<file path="src/rtl/capture_trigger_ctrl.sv">
// Circular-buffer capture front end: pre-trigger window, level-crossing trigger, post-trigger tail.
// Optional forced trigger after AUTO_TIMEOUT samples in WAIT when CAPTURE_AUTO_TRIG_EN is defined.
module capture_trigger_ctrl #(
    parameter int ADDR_WIDTH   = 17,
    parameter int DATA_WIDTH   = 12,
    parameter int AUTO_TIMEOUT = 65535
) (
    input  logic                  clock,
    input  logic                  reset,
    input  logic                  sample_valid,
    input  logic [DATA_WIDTH-1:0] sample_in,
    input  logic                  arm,
    input  logic                  abort,
    input  logic [DATA_WIDTH-1:0] trig_level,
    input  logic                  trig_falling,
    input  logic [ADDR_WIDTH-1:0] pretrig_depth,
    output logic [ADDR_WIDTH-1:0] ram_addr,
    output logic                  ram_we,
    output logic [DATA_WIDTH-1:0] ram_data,
    output logic                  busy,
    output logic                  done,
    output logic [ADDR_WIDTH-1:0] start_addr,
    output logic                  forced
);

    typedef enum logic [2:0] {IDLE, PRE, WAIT, POST, DONE} state_t;

    state_t                  state, state_nx;
    logic [ADDR_WIDTH-1:0]   ptr;
    logic [ADDR_WIDTH-1:0]   cnt;
    logic [ADDR_WIDTH-1:0]   depth_q;
    logic [DATA_WIDTH-1:0]   level_q;
    logic                    falling_q;
    logic [DATA_WIDTH-1:0]   prev;
    logic                    prev_vld;
    logic                    fin;
    logic                    in_capture;
    logic                    start_cap;
    logic                    accept;
    logic                    edge_hit;
    logic                    timeout_hit;
    logic                    trig;
    logic                    pre_last;

    assign in_capture = (state == PRE) || (state == WAIT) || (state == POST);
    assign start_cap  = ((state == IDLE) || (state == DONE)) && arm && !abort;
    // fin marks that the record's final sample has been accepted; nothing more is written
    assign accept     = sample_valid && in_capture && !abort && !fin;
    assign edge_hit   = prev_vld && (falling_q ? (prev > level_q && sample_in <= level_q)
                                               : (prev < level_q && sample_in >= level_q));
    assign pre_last   = (state == PRE) && accept && (cnt == depth_q - ADDR_WIDTH'(1));
    assign trig       = (state == WAIT) && accept && (edge_hit || timeout_hit);

`ifdef CAPTURE_AUTO_TRIG_EN
    logic [31:0] wait_cnt;

    assign timeout_hit = (wait_cnt == 32'(AUTO_TIMEOUT - 1));

    always_ff @(posedge clock) begin
        if (reset) begin
            wait_cnt <= '0;
        end else if (state_nx == WAIT && state != WAIT) begin
            wait_cnt <= '0;
        end else if (state == WAIT && accept) begin
            wait_cnt <= wait_cnt + 32'd1;
        end
    end
`else
    assign timeout_hit = 1'b0;
`endif

    always_ff @(posedge clock) begin
        if (reset) begin
            state <= IDLE;
        end else begin
            state <= state_nx;
        end
    end

    always_comb begin
        state_nx = state;
        busy     = 1'b0;
        done     = 1'b0;
        case (state)
            IDLE, DONE: begin
                done = (state == DONE);
                if (start_cap) begin
                    state_nx = (pretrig_depth == '0) ? WAIT : PRE;
                end
            end
            PRE: begin
                busy = 1'b1;
                if (abort)         state_nx = IDLE;
                else if (pre_last) state_nx = WAIT;
            end
            WAIT: begin
                busy = 1'b1;
                if (abort)     state_nx = IDLE;
                else if (trig) state_nx = POST;
            end
            POST: begin
                busy = 1'b1;
                if (abort)    state_nx = IDLE;
                else if (fin) state_nx = DONE;
            end
            default: state_nx = IDLE;
        endcase
    end

    always_ff @(posedge clock) begin
        if (reset) begin
            ptr        <= '0;
            cnt        <= '0;
            prev_vld   <= 1'b0;
            fin        <= 1'b0;
            ram_we     <= 1'b0;
            ram_addr   <= '0;
            ram_data   <= '0;
            start_addr <= '0;
            forced     <= 1'b0;
        end else begin
            ram_we <= accept;
            if (accept) begin
                ram_addr <= ptr;
                ram_data <= sample_in;
                ptr      <= ptr + ADDR_WIDTH'(1);
                prev     <= sample_in;
                prev_vld <= 1'b1;
            end
            if (start_cap) begin
                level_q   <= trig_level;
                falling_q <= trig_falling;
                depth_q   <= pretrig_depth;
                cnt       <= '0;
                prev_vld  <= 1'b0;
                forced    <= 1'b0;
            end
            if (state == PRE && accept) begin
                cnt <= cnt + ADDR_WIDTH'(1);
            end
            // post tail length is 2**ADDR_WIDTH - 1 - depth, i.e. the bitwise complement
            if (trig) begin
                start_addr <= ptr - depth_q;
                cnt        <= ~depth_q;
                fin        <= (~depth_q == '0);
                forced     <= timeout_hit && !edge_hit;
            end
            if (state == POST && accept) begin
                cnt <= cnt - ADDR_WIDTH'(1);
                if (cnt == ADDR_WIDTH'(1)) fin <= 1'b1;
            end
            if (state_nx != POST) begin
                fin <= 1'b0;
            end
        end
    end

endmodule

</file>
<file path="config.mk">
export PLATFORM = sky130hd
export DESIGN_NAME = capture_trigger_ctrl
export DESIGN_NICKNAME = d
export VERILOG_FILES = /design/src/rtl/capture_trigger_ctrl.sv
export SDC_FILE = /design/constraint.sdc
export NUM_CORES = 1
export LEC_CHECK = 0
export BUFFER_PORTS_ARGS = -buffer_cell sky130_fd_sc_hd__buf_2
export CAP_MARGIN = 20
export CELL_PAD_IN_SITES_DETAIL_PLACEMENT = 0
export CELL_PAD_IN_SITES_GLOBAL_PLACEMENT = 1
export CORE_MARGIN = 2
export CORE_UTILIZATION = 47
export CTS_BUF_LIST = sky130_fd_sc_hd__clkbuf_16
export DETAILED_ROUTE_END_ITERATION = 10
export PLACE_DENSITY_LB_ADDON = 0.2
export SLEW_MARGIN = 20
export SYNTH_ARGS = -nofsm -noshare
export SYNTH_HDL_FRONTEND = slang
export SYNTH_SLANG_ARGS = --single-unit
export TNS_END_PERCENT = 10
</file>
<file path="constraint.sdc">
create_clock -name clock -period 7.9 [get_ports clock]
set_input_delay 0.395 -clock clock [delete_from_list [all_inputs] [get_ports clock]]
set_output_delay 0.395 -clock clock [all_outputs]
set_load 0.02 [all_outputs]
</file>
==> impl_metrics.py, run 1 <==
metrics = {
    "status": {
        "status": "completed",
    },
    "worst_hold_path": {
        "hold_path_depth": 1,
        "hold_start": "trig_level[4]",
        "hold_path_end": "level_q[4]",
        "hold_path_class": "in2reg",
    },
    "pwr": {
        "p_leak_nw": 3.37,
        "power_density_mw_per_mm2": 183,
        "ir_worst_vdd_uv": 140,
        "total_power_mw": 1.57,
    },
    "sta": {
        "rsz0062_at_grt": "no",
        "slew_headroom_pct": 35.0,
        "slew_viol_final": 0,
        "finalHoldViolCount": 0,
        "fmax_mhz": 301,
        "fin_crit_sh_pct": 42.0,
        "setup_viol": 0,
        "clock-skew-final_ps": 12.6,
        "fin_setup_tns_ps": 0,
        "worst_slew_pin_slew_ps": 975,
        "setup_ws_ps": 4580,
        "hold_ws_ps": 147,
        "period_needed_ps": 3320,
    },
    "synth": {
        "syn_avg_cell_area_sq_um": 8.55,
        "ys_warn_count": 0,
        "syn_area_sq_mm": 0.00738,
        "synth-edff-count": 42,
        "synth_seq_cells": 128,
        "synthesis.instances": 863,
        "synth_cell_types": 69,
        "async_flop_share_pct": 0,
        "synth_fp_nets": 957,
        "yosysSeqAreaShare_pct": 40.4,
        "synthFlopType": "dfxtp_1",
    },
    "critical_path": {
        "r2r_cells": 10,
        "reg2reg_slack_ps": 4580,
        "worstPathArrival_ps": 3660,
        "cp.required_ps": 8240,
        "startpoint_type": "register",
        "cp_max_fo": 17,
        "crit_type": "reg2reg",
        "end_kind": "register",
        "rr_endpoint": "cnt[5]",
        "reg2reg_from": "prev[1]",
    },
    "finish": {
        "final_common_cell": "nand2_1",
        "syn_to_final_growth_pct": 16.2,
        "design_area_sq_mm": 0.00858,
        "fillers": 1405,
        "antenna_cells": 0,
        "drive_gt1_share_pct": 16.1,
        "utilization_pct": 56.2,
        "nets": 1036,
        "final_cell_mix": "nand2_1, buf_2, dfxtp_1",
        "final_cells": 1166,
    },
    "clock_network": {
        "clkLatencyLatePin_ps": 420,
        "cts-resized-gates": 0,
        "cts_tree": "yes",
        "cts.path.max_buffers": 2,
        "cts_setup_buffers": 0,
        "root_buffer": "clkbuf_16",
        "h-tree-depth": 4,
        "cts_inserted_buffers": 17,
        "clock-sinks": 128,
        "cts_hold_buf": 0,
        "path_clk_slew_ps": 60,
    },
    "placement": {
        "dp.cells": 1134,
        "place_congestion": 0.896,
        "portBuffers": 95,
        "hpwlAfterDp_um": 14900,
        "placed_area_sq_mm": 0.00800,
        "detailedPlace.worstSlack_ps": 4610,
    },
    "global_route": {
        "grt_max_degree": 87,
        "gr-usage-all-layers_pct": 25.2,
        "antenna_found_initial": 0,
        "grt_overflow": 0,
        "grt_pass1_vias": 6352,
        "grt_pass1_wl_um": 32600,
    },
    "drt": {
        "detail_route.wl_per_cell_um": 17.3,
        "dr_total_vias": 6598,
        "first_iter_violations": 404,
        "antenna_left": 0,
        "totalWireLength_um": 20200,
        "route.detailed.drc": 0,
        "drtPass1Iterations": 5,
        "viasPerCell": 5.66,
    },
    "floorplanning": {
        "initial_core_util_pct": 48.4,
        "die_w_um": 129,
        "io_pins": 97,
        "rows": 45,
        "coreArea_sq_mm": 0.0153,
        "design.die.area_sq_mm": 0.0167,
        "die_h_um": 129,
    },
    "job": {
        "drv_cap": 0,
    },
}
[synthesized netlist by cell type, types with 22 or more instances]
| cell type | n | area share, % |
|---|---|---|
| nand2_1 | 109 | 5.5 |
| dfxtp_1 | 86 | 23 |
| a21oi_1 | 83 | 5.6 |
| nor2_1 | 78 | 4.0 |
| ha_1 | 46 | 7.8 |
| inv_1 | 46 | 2.3 |
| edfxtp_1 | 42 | 17 |
| o21ai_0 | 36 | 2.4 |
| xnor2_1 | 34 | 4.0 |
| nor3_1 | 31 | 2.1 |
| clkbuf_1 | 30 | 1.5 |
| nand3_1 | 24 | 1.6 |
| nand4_1 | 22 | 1.9 |
[how the worst max path moves through the flow]
stage	slack [ps]	endpoint	cells after the start	start
2_1_floorplan	4480	depth_q[0]	2	abort
3_3_place_gp	4740	cnt[12]	11	sample_in[1]
3_5_place_dp	4610	cnt[5]	10	sample_in[11]
4_1_cts	4640	cnt[5]	11	level_q[10]
5_1_grt	4280	cnt[5]	11	level_q[10]
6_report	4580	cnt[5]	10	prev[1]
[routing by layer]
layer  vias to the layer above  track usage (%)  wire length [um]
met3                        31             6.56              1210
met2                       208             40.9              9410
met5                         -                0                 0
met1                      3120             32.6              9180
met4                         0             8.63               391
li1                       3239                -                 -
[cells by family after synthesis]
| group | after synthesis | share of synthesized area, % |
|---|---|---|
| AND/OR/NAND/NOR | 342 | 23.1 |
| AO/OA/AOI/OAI | 198 | 16.3 |
| flip-flops | 128 | 40.4 |
| buffers and inverters | 87 | 4.80 |
| XOR/XNOR | 53 | 6.29 |
| adder cells (fa/ha/maj) | 47 | 8.07 |
| multiplexers | 7 | 0.949 |
| other | 1 | 0.0508 |
[state kept, by name, summed over array words and instances (netlist names)]
name	cells
ram_data	12
ptr	17
ram_we	1
ram_addr	17
fin	1
cnt	17
falling_q	1
level_q	12
prev	12
start_addr	17
depth_q	17
prev_vld	1
state	3
[cell type report]
cell class	instances	area, sq um	area share [%]
tap	211	264	3.08
clock inverter	12	77.6	0.905
inverter	46	173	2.01
multi-input combinational	648	4060	47.3
clock buffer	20	500	5.84
sequential	128	2980	34.8
timing repair buffer	101	520	6.07
[worst max-delay path: stages, from the launching register on]
cell and delay (ps):
edfxtp_1 390, ha_1 320, nand4_1 120, or4_1 530, nand3_1 130, a211oi_2 40, o21ai_1 160, nand2_1 470
nor3_2 690, o21ai_0 210, a21oi_1 180
[where the power goes]
part / total (mW) / internal, mW / switching [mW]
logic: 0.111 / 0.0416 / 0.0692
registers: 0.701 / 0.689 / 0.0120
clock network: 0.758 / 0.455 / 0.303
No activity file was read; power rests on OpenSTA's default activity.
==> inputs of run 2 (changes only) <==
--- a/config.mk
+++ b/config.mk
@@ -10,7 +10,7 @@
 export CELL_PAD_IN_SITES_DETAIL_PLACEMENT = 0
 export CELL_PAD_IN_SITES_GLOBAL_PLACEMENT = 1
 export CORE_MARGIN = 2
-export CORE_UTILIZATION = 47
+export CORE_UTILIZATION = 44
 export CTS_BUF_LIST = sky130_fd_sc_hd__clkbuf_16
 export DETAILED_ROUTE_END_ITERATION = 10
 export PLACE_DENSITY_LB_ADDON = 0.2
==> constraint.sdc (replaced) <==
create_clock -name clock -period 3.28 [get_ports clock]
set_input_delay 0.164 -clock clock [delete_from_list [all_inputs] [get_ports clock]]
set_output_delay 0.164 -clock clock [all_outputs]
set_load 0.02 [all_outputs]
==> impl_metrics.py, run 2 (synthesized netlist as in run 1, its figures left out) <==
metrics = {
    "finish": {
        "antenna_cells": 0,
        "final_cells": 1238,
        "register_area_sq_mm": 0.00298,
        "utilization_pct": 56.1,
        "multi_input_area_sq_mm": 0.00406,
        "fillers": 1533,
        "nets": 1099,
        "design_area_sq_mm": 0.00924,
        "drive_gt1_share_pct": 16.8,
        "syn_to_final_growth_pct": 25.2,
        "final_cell_mix": "nand2_1, buf_2, dfxtp_1",
        "final_common_cell": "nand2_1",
    },
    "sta": {
        "clock-skew-final_ps": 9.83,
        "slew_headroom_pct": 63.3,
        "fmax_mhz": 352,
        "slew_viol_final": 0,
        "worst_slew_pin_slew_ps": 550,
        "setup_viol": 0,
        "period_needed_ps": 2840,
        "finalHoldViolCount": 0,
        "setup_ws_ps": 440,
        "fin_setup_tns_ps": 0,
        "hold_ws_ps": 14.5,
        "fin_crit_sh_pct": 86.6,
        "rsz0062_at_grt": "no",
    },
    "pwr": {
        "p_leak_nw": 3.69,
        "total_power_mw": 4.11,
        "power_density_mw_per_mm2": 445,
        "ir_worst_vdd_uv": 382,
    },
    "placement": {
        "detailedPlace.worstSlack_ps": 464,
        "place_congestion": 0.899,
        "dp.cells": 1165,
        "placed_area_sq_mm": 0.00818,
        "portBuffers": 95,
        "hpwlAfterDp_um": 15500,
    },
    "status": {
        "status": "completed",
    },
    "drt": {
        "route.detailed.drc": 0,
        "dr_wl_met3_um": 1190,
        "met2_length_um": 10200,
        "top_layer": "met4",
        "totalWireLength_um": 21400,
        "detail_route.wl_per_cell_um": 17.3,
        "dr_total_vias": 6706,
        "wl_met1_um": 9790,
        "drtPass1Iterations": 5,
        "antenna_left": 0,
        "viasPerCell": 5.42,
        "first_iter_violations": 451,
    },
    "global_route": {
        "grt_pass1_wl_um": 34400,
        "grt_max_degree": 44,
        "grt_pass1_vias": 6570,
        "antenna_found_initial": 0,
        "grt_overflow": 0,
        "gr-usage-all-layers_pct": 24.6,
    },
    "clock_network": {
        "cts_tree": "yes",
        "clkLatencyLatePin_ps": 420,
        "path_clk_slew_ps": 60,
        "cts.path.max_buffers": 2,
        "cts_setup_buffers": 0,
        "clock-sinks": 128,
        "h-tree-depth": 4,
        "root_buffer": "clkbuf_16",
        "cts-resized-gates": 0,
        "cts_inserted_buffers": 17,
    },
    "critical_path": {
        "reg2reg_slack_ps": 440,
        "end_kind": "register",
        "r2r_cells": 11,
        "crit_type": "reg2reg",
        "worstPathArrival_ps": 3140,
        "cp_max_fo": 6,
        "rr_endpoint": "fin",
        "cp.required_ps": 3580,
        "startpoint_type": "register",
        "reg2reg_from": "depth_q[1]",
    },
    "worst_hold_path": {
        "hold_path_class": "in2reg",
        "hold_path_depth": 1,
        "hold_start": "sample_in[11]",
        "hold_path_end": "prev[11]",
    },
    "floorplanning": {
        "initial_core_util_pct": 44.8,
        "die_h_um": 134,
        "coreArea_sq_mm": 0.0165,
        "die_w_um": 134,
        "rows": 47,
        "io_pins": 97,
        "design.die.area_sq_mm": 0.0178,
    },
    "job": {
        "drv_cap": 0,
    },
}
run 2: cell types whose count changed in the layout (fill, tap and decap cells not counted), moves of 2 or more:
cell	delta
dlygate4sd3_1	+41
buf_4	+22
bufinv_16	+6
clkbuf_16	-3
clkinv_1	+2
clkinv_4	-2
inv_1	+2
run 2: where the power goes:
part / switching (mW) / internal (mW)
clock: 0.697 / 1.41
sequential: 0.0234 / 1.66
combinational: 0.181 / 0.140
run 2: worst max-delay path by stage:
stage / from / to / slack [ps] / cells after the start
after global placement: prev[7] / cnt[6] / 530 / 10
final: depth_q[1] / fin / 440 / 11
after global routing: level_q[10] / cnt[6] / 110 / 11
after CTS: prev[10] / cnt[6] / 460 / 10
after floorplan: depth_q[2] / start_addr[16] / 760 / 12
after detailed placement: prev[10] / cnt[6] / 460 / 10
run 2: layer usage:
layer / GRT usage, % / vias to the layer above
met5: 0 / -
met4: 5.91 / 0
met3: 5.56 / 12
met2: 41.4 / 193
met1: 32.3 / 3133
li1: - / 3368
run 2: what timing repair did:
item | in CTS | in global routing
hold endpoints to repair | 44 | 0
endpoints found under the setup margin | 0 | 0
hold buffers | 41 | 0
run 2: area by class of cell:
| cell class | instances | share of cell area [%] |
|---|---|---|
| Clock inverter | 15 | 2.42 |
| Timing Repair Buffer | 164 | 11.9 |
| Multi-Input combinational cell | 648 | 44.0 |
| Tap cell | 220 | 2.98 |
| Inverter | 46 | 1.87 |
| Clock buffer | 17 | 4.61 |
| Sequential cell | 128 | 32.3 |
run 2: critical path, stage by stage, from the launching register on:
cell and delay, ps:
edfxtp_1 390, inv_1 110, ha_1 270, nor4b_4 400, a31o_1 200, a31oi_1 40, o22ai_1 190, mux2i_1 110
nor4b_2 350, o2111ai_2 230, a221oi_2 340, nor3b_2 80
==> inputs of run 3 (changes only) <==
--- a/config.mk
+++ b/config.mk
@@ -5,12 +5,13 @@
 export SDC_FILE = /design/constraint.sdc
 export NUM_CORES = 1
 export LEC_CHECK = 0
+export ABC_AREA = 1
 export BUFFER_PORTS_ARGS = -buffer_cell sky130_fd_sc_hd__buf_2
 export CAP_MARGIN = 20
 export CELL_PAD_IN_SITES_DETAIL_PLACEMENT = 0
 export CELL_PAD_IN_SITES_GLOBAL_PLACEMENT = 1
 export CORE_MARGIN = 2
-export CORE_UTILIZATION = 44
+export CORE_UTILIZATION = 46
 export CTS_BUF_LIST = sky130_fd_sc_hd__clkbuf_16
 export DETAILED_ROUTE_END_ITERATION = 10
 export PLACE_DENSITY_LB_ADDON = 0.2
==> constraint.sdc (replaced) <==
create_clock -name clock -period 3.6 [get_ports clock]
set_input_delay 0.18 -clock clock [delete_from_list [all_inputs] [get_ports clock]]
set_output_delay 0.18 -clock clock [all_outputs]
set_load 0.02 [all_outputs]
==> impl_metrics.py, run 3 <==
metrics = {
    "global_route": {
        "grt_pass1_wl_um": 37300,
        "gr-usage-all-layers_pct": 26.2,
        "grt_max_degree": 44,
        "grt.met2_usage_pct": 43.3,
        "antenna_found_initial": 0,
        "gr-max-usage-layer": "met2",
        "grt_pass1_vias": 7279,
        "grt_overflow": 0,
        "grt.met1_usage_pct": 34.9,
        "grt_use_met3_pct": 5.48,
    },
    "pwr": {
        "ir_worst_vdd_uv": 364,
        "power_density_mw_per_mm2": 382,
        "total_power_mw": 3.66,
        "p_leak_nw": 4.47,
    },
    "drt": {
        "antenna_left": 0,
        "dr_total_vias": 7672,
        "first_iter_violations": 491,
        "totalWireLength_um": 23100,
        "drtPass1Iterations": 5,
        "detail_route.wl_per_cell_um": 15.8,
        "route.detailed.drc": 0,
        "viasPerCell": 5.24,
    },
    "synth": {
        "synth-edff-count": 42,
        "synth_seq_cells": 128,
        "yosys.area.top_type": "dfxtp_1",
        "syn_avg_cell_area_sq_um": 7.13,
        "ys_top_cells_by_area": "dfxtp_1, edfxtp_1, nand2_1, ha_1, nor2_1",
        "yosysSeqAreaShare_pct": 37.8,
        "synth_top_area_share_pct": 21.8,
        "synthMuxAreaShare_pct": 0,
        "synth_fa_ha_area_share_pct": 7.55,
        "synth_simple_gate_area_share_pct": 29.8,
        "synthFlopType": "dfxtp_1",
        "syn_area_sq_mm": 0.00789,
        "synth_top_family_by_area": "simple AND/OR/NAND/NOR gates",
        "ys_warn_count": 0,
        "synth-compound-area-share_pct": 12.7,
        "async_flop_share_pct": 0,
        "synth_cell_types": 43,
        "yosysMostFrequentCell": "nand2_1",
        "synth_fp_nets": 1201,
        "synth_common_cells": "nand2_1, nor2_1, inv_1, a21oi_1, dfxtp_1",
        "synthXorXnorAreaFrac_pct": 3.77,
        "synthesis.instances": 1107,
    },
    "clock_network": {
        "h-tree-depth": 4,
        "path_clk_slew_ps": 60,
        "cts_inserted_buffers": 17,
        "cts.path.max_buffers": 2,
        "root_buffer": "clkbuf_16",
        "clock-sinks": 128,
        "clkLatencyLatePin_ps": 430,
        "cts_tree": "yes",
    },
    "placement": {
        "place_congestion": 0.945,
        "placed_area_sq_mm": 0.00856,
        "portBuffers": 95,
        "hpwlAfterDp_um": 16800,
        "dp.cells": 1390,
    },
    "finish": {
        "antenna_cells": 0,
        "design_area_sq_mm": 0.00957,
        "final_cell_mix": "nand2_1, nor2_1, inv_1",
        "final_common_cell": "nand2_1",
        "syn_to_final_growth_pct": 21.3,
        "drive_gt1_share_pct": 12.6,
        "final_cells": 1464,
        "nets": 1325,
        "utilization_pct": 57.3,
        "fillers": 1618,
    },
    "critical_path": {
        "crit_type": "in2reg",
        "cp.required_ps": 3960,
        "worstPathArrival_ps": 3140,
        "startpoint_type": "primary input",
        "end_kind": "register",
        "cp_max_fo": 40,
    },
    "floorplanning": {
        "die_h_um": 135,
        "design.die.area_sq_mm": 0.0182,
        "coreArea_sq_mm": 0.0167,
        "rows": 47,
        "die_w_um": 135,
        "io_pins": 97,
        "initial_core_util_pct": 47.2,
    },
    "sta": {
        "fin_setup_tns_ps": 0,
        "fin_crit_sh_pct": 77.3,
        "setup_viol": 0,
        "period_needed_ps": 2780,
        "fmax_mhz": 360,
        "worst_slew_pin_slew_ps": 959,
        "finalHoldViolCount": 0,
        "slew_headroom_pct": 35.9,
        "slew_viol_final": 0,
        "clock-skew-final_ps": 11.5,
        "rsz0062_at_grt": "no",
    },
    "job": {
        "drv_cap": 0,
    },
    "status": {
        "status": "completed",
    },
    "worst_hold_path": {
        "hold_path_class": "in2reg",
    },
}
[run 3: kinds of logic after synthesis]
family,Yosys count
compound gates,191
xor+xnor,34
fa+ha+maj,47
buf+inv,169
flops,128
other cells,1
simple gates,537
[run 3: path summary, 6_finish.rpt]
path / start / to / slack [ps] / cells past startpoint
worst max-delay path: sample_in[11] / fin / 820 / 18
worst max register to register: level_q[10] / fin / 820 / 17
worst min register to register: ram_addr[14] / ram_addr[14] / 470 / 2
worst min-delay path: abort / state[0] / 160 / 6
[run 3: stage by stage]
stage | hold slack (ps) | setup WS, ps
global placement | 358 | 987
finish | 164 | 819
CTS | 155 | 853
global route | 202 | 505
detailed placement | 358 | 903
floorplan | 279 | 1260
[run 3: final cells by class]
cell class                      instances  area (sq um)  area share (%)
Tap cell                              220           275            2.88
Multi-Input combinational cell        810          4260            44.5
Timing Repair Buffer                  147           983            10.3
Sequential cell                       128          2980            31.2
Clock inverter                         12          90.1           0.941
Clock buffer                           20           500            5.23
Inverter                              127           477            4.98
[run 3: worst max-delay path: stages]
cell           delay [ps]
dlygate4sd3_1         550
buf_2                 160
ha_1                  320
nand2_1                90
nor2_1                 70
and2_1                140
nand2_1                80
nand3_1                60
nand2_1                60
nand2_1                60
nand2_2               290
nand3_2               410
buf_12                320
nand2_1                80
inv_1                  30
nand2_1                50
nand2_1                60
nor2_1                110
[run 3: what timing repair did]
action,CTS,global route
buffers inserted,0,0
endpoints found under the hold margin,42,0
gates resized for setup,0,0
hold buffers,42,0
[run 3: per-layer routing]
metal,wire (um),up-vias
met1,11100,3521
met4,315,0
met2,10600,195
li1,-,3930
met3,1170,26
met5,0,-
[run 3: where the power goes]
group          switching (mW)  internal, mW  leakage [nW]
registers              0.0376          1.52          1.08
logic                   0.226         0.150          3.09
clock network           0.704          1.02         0.296
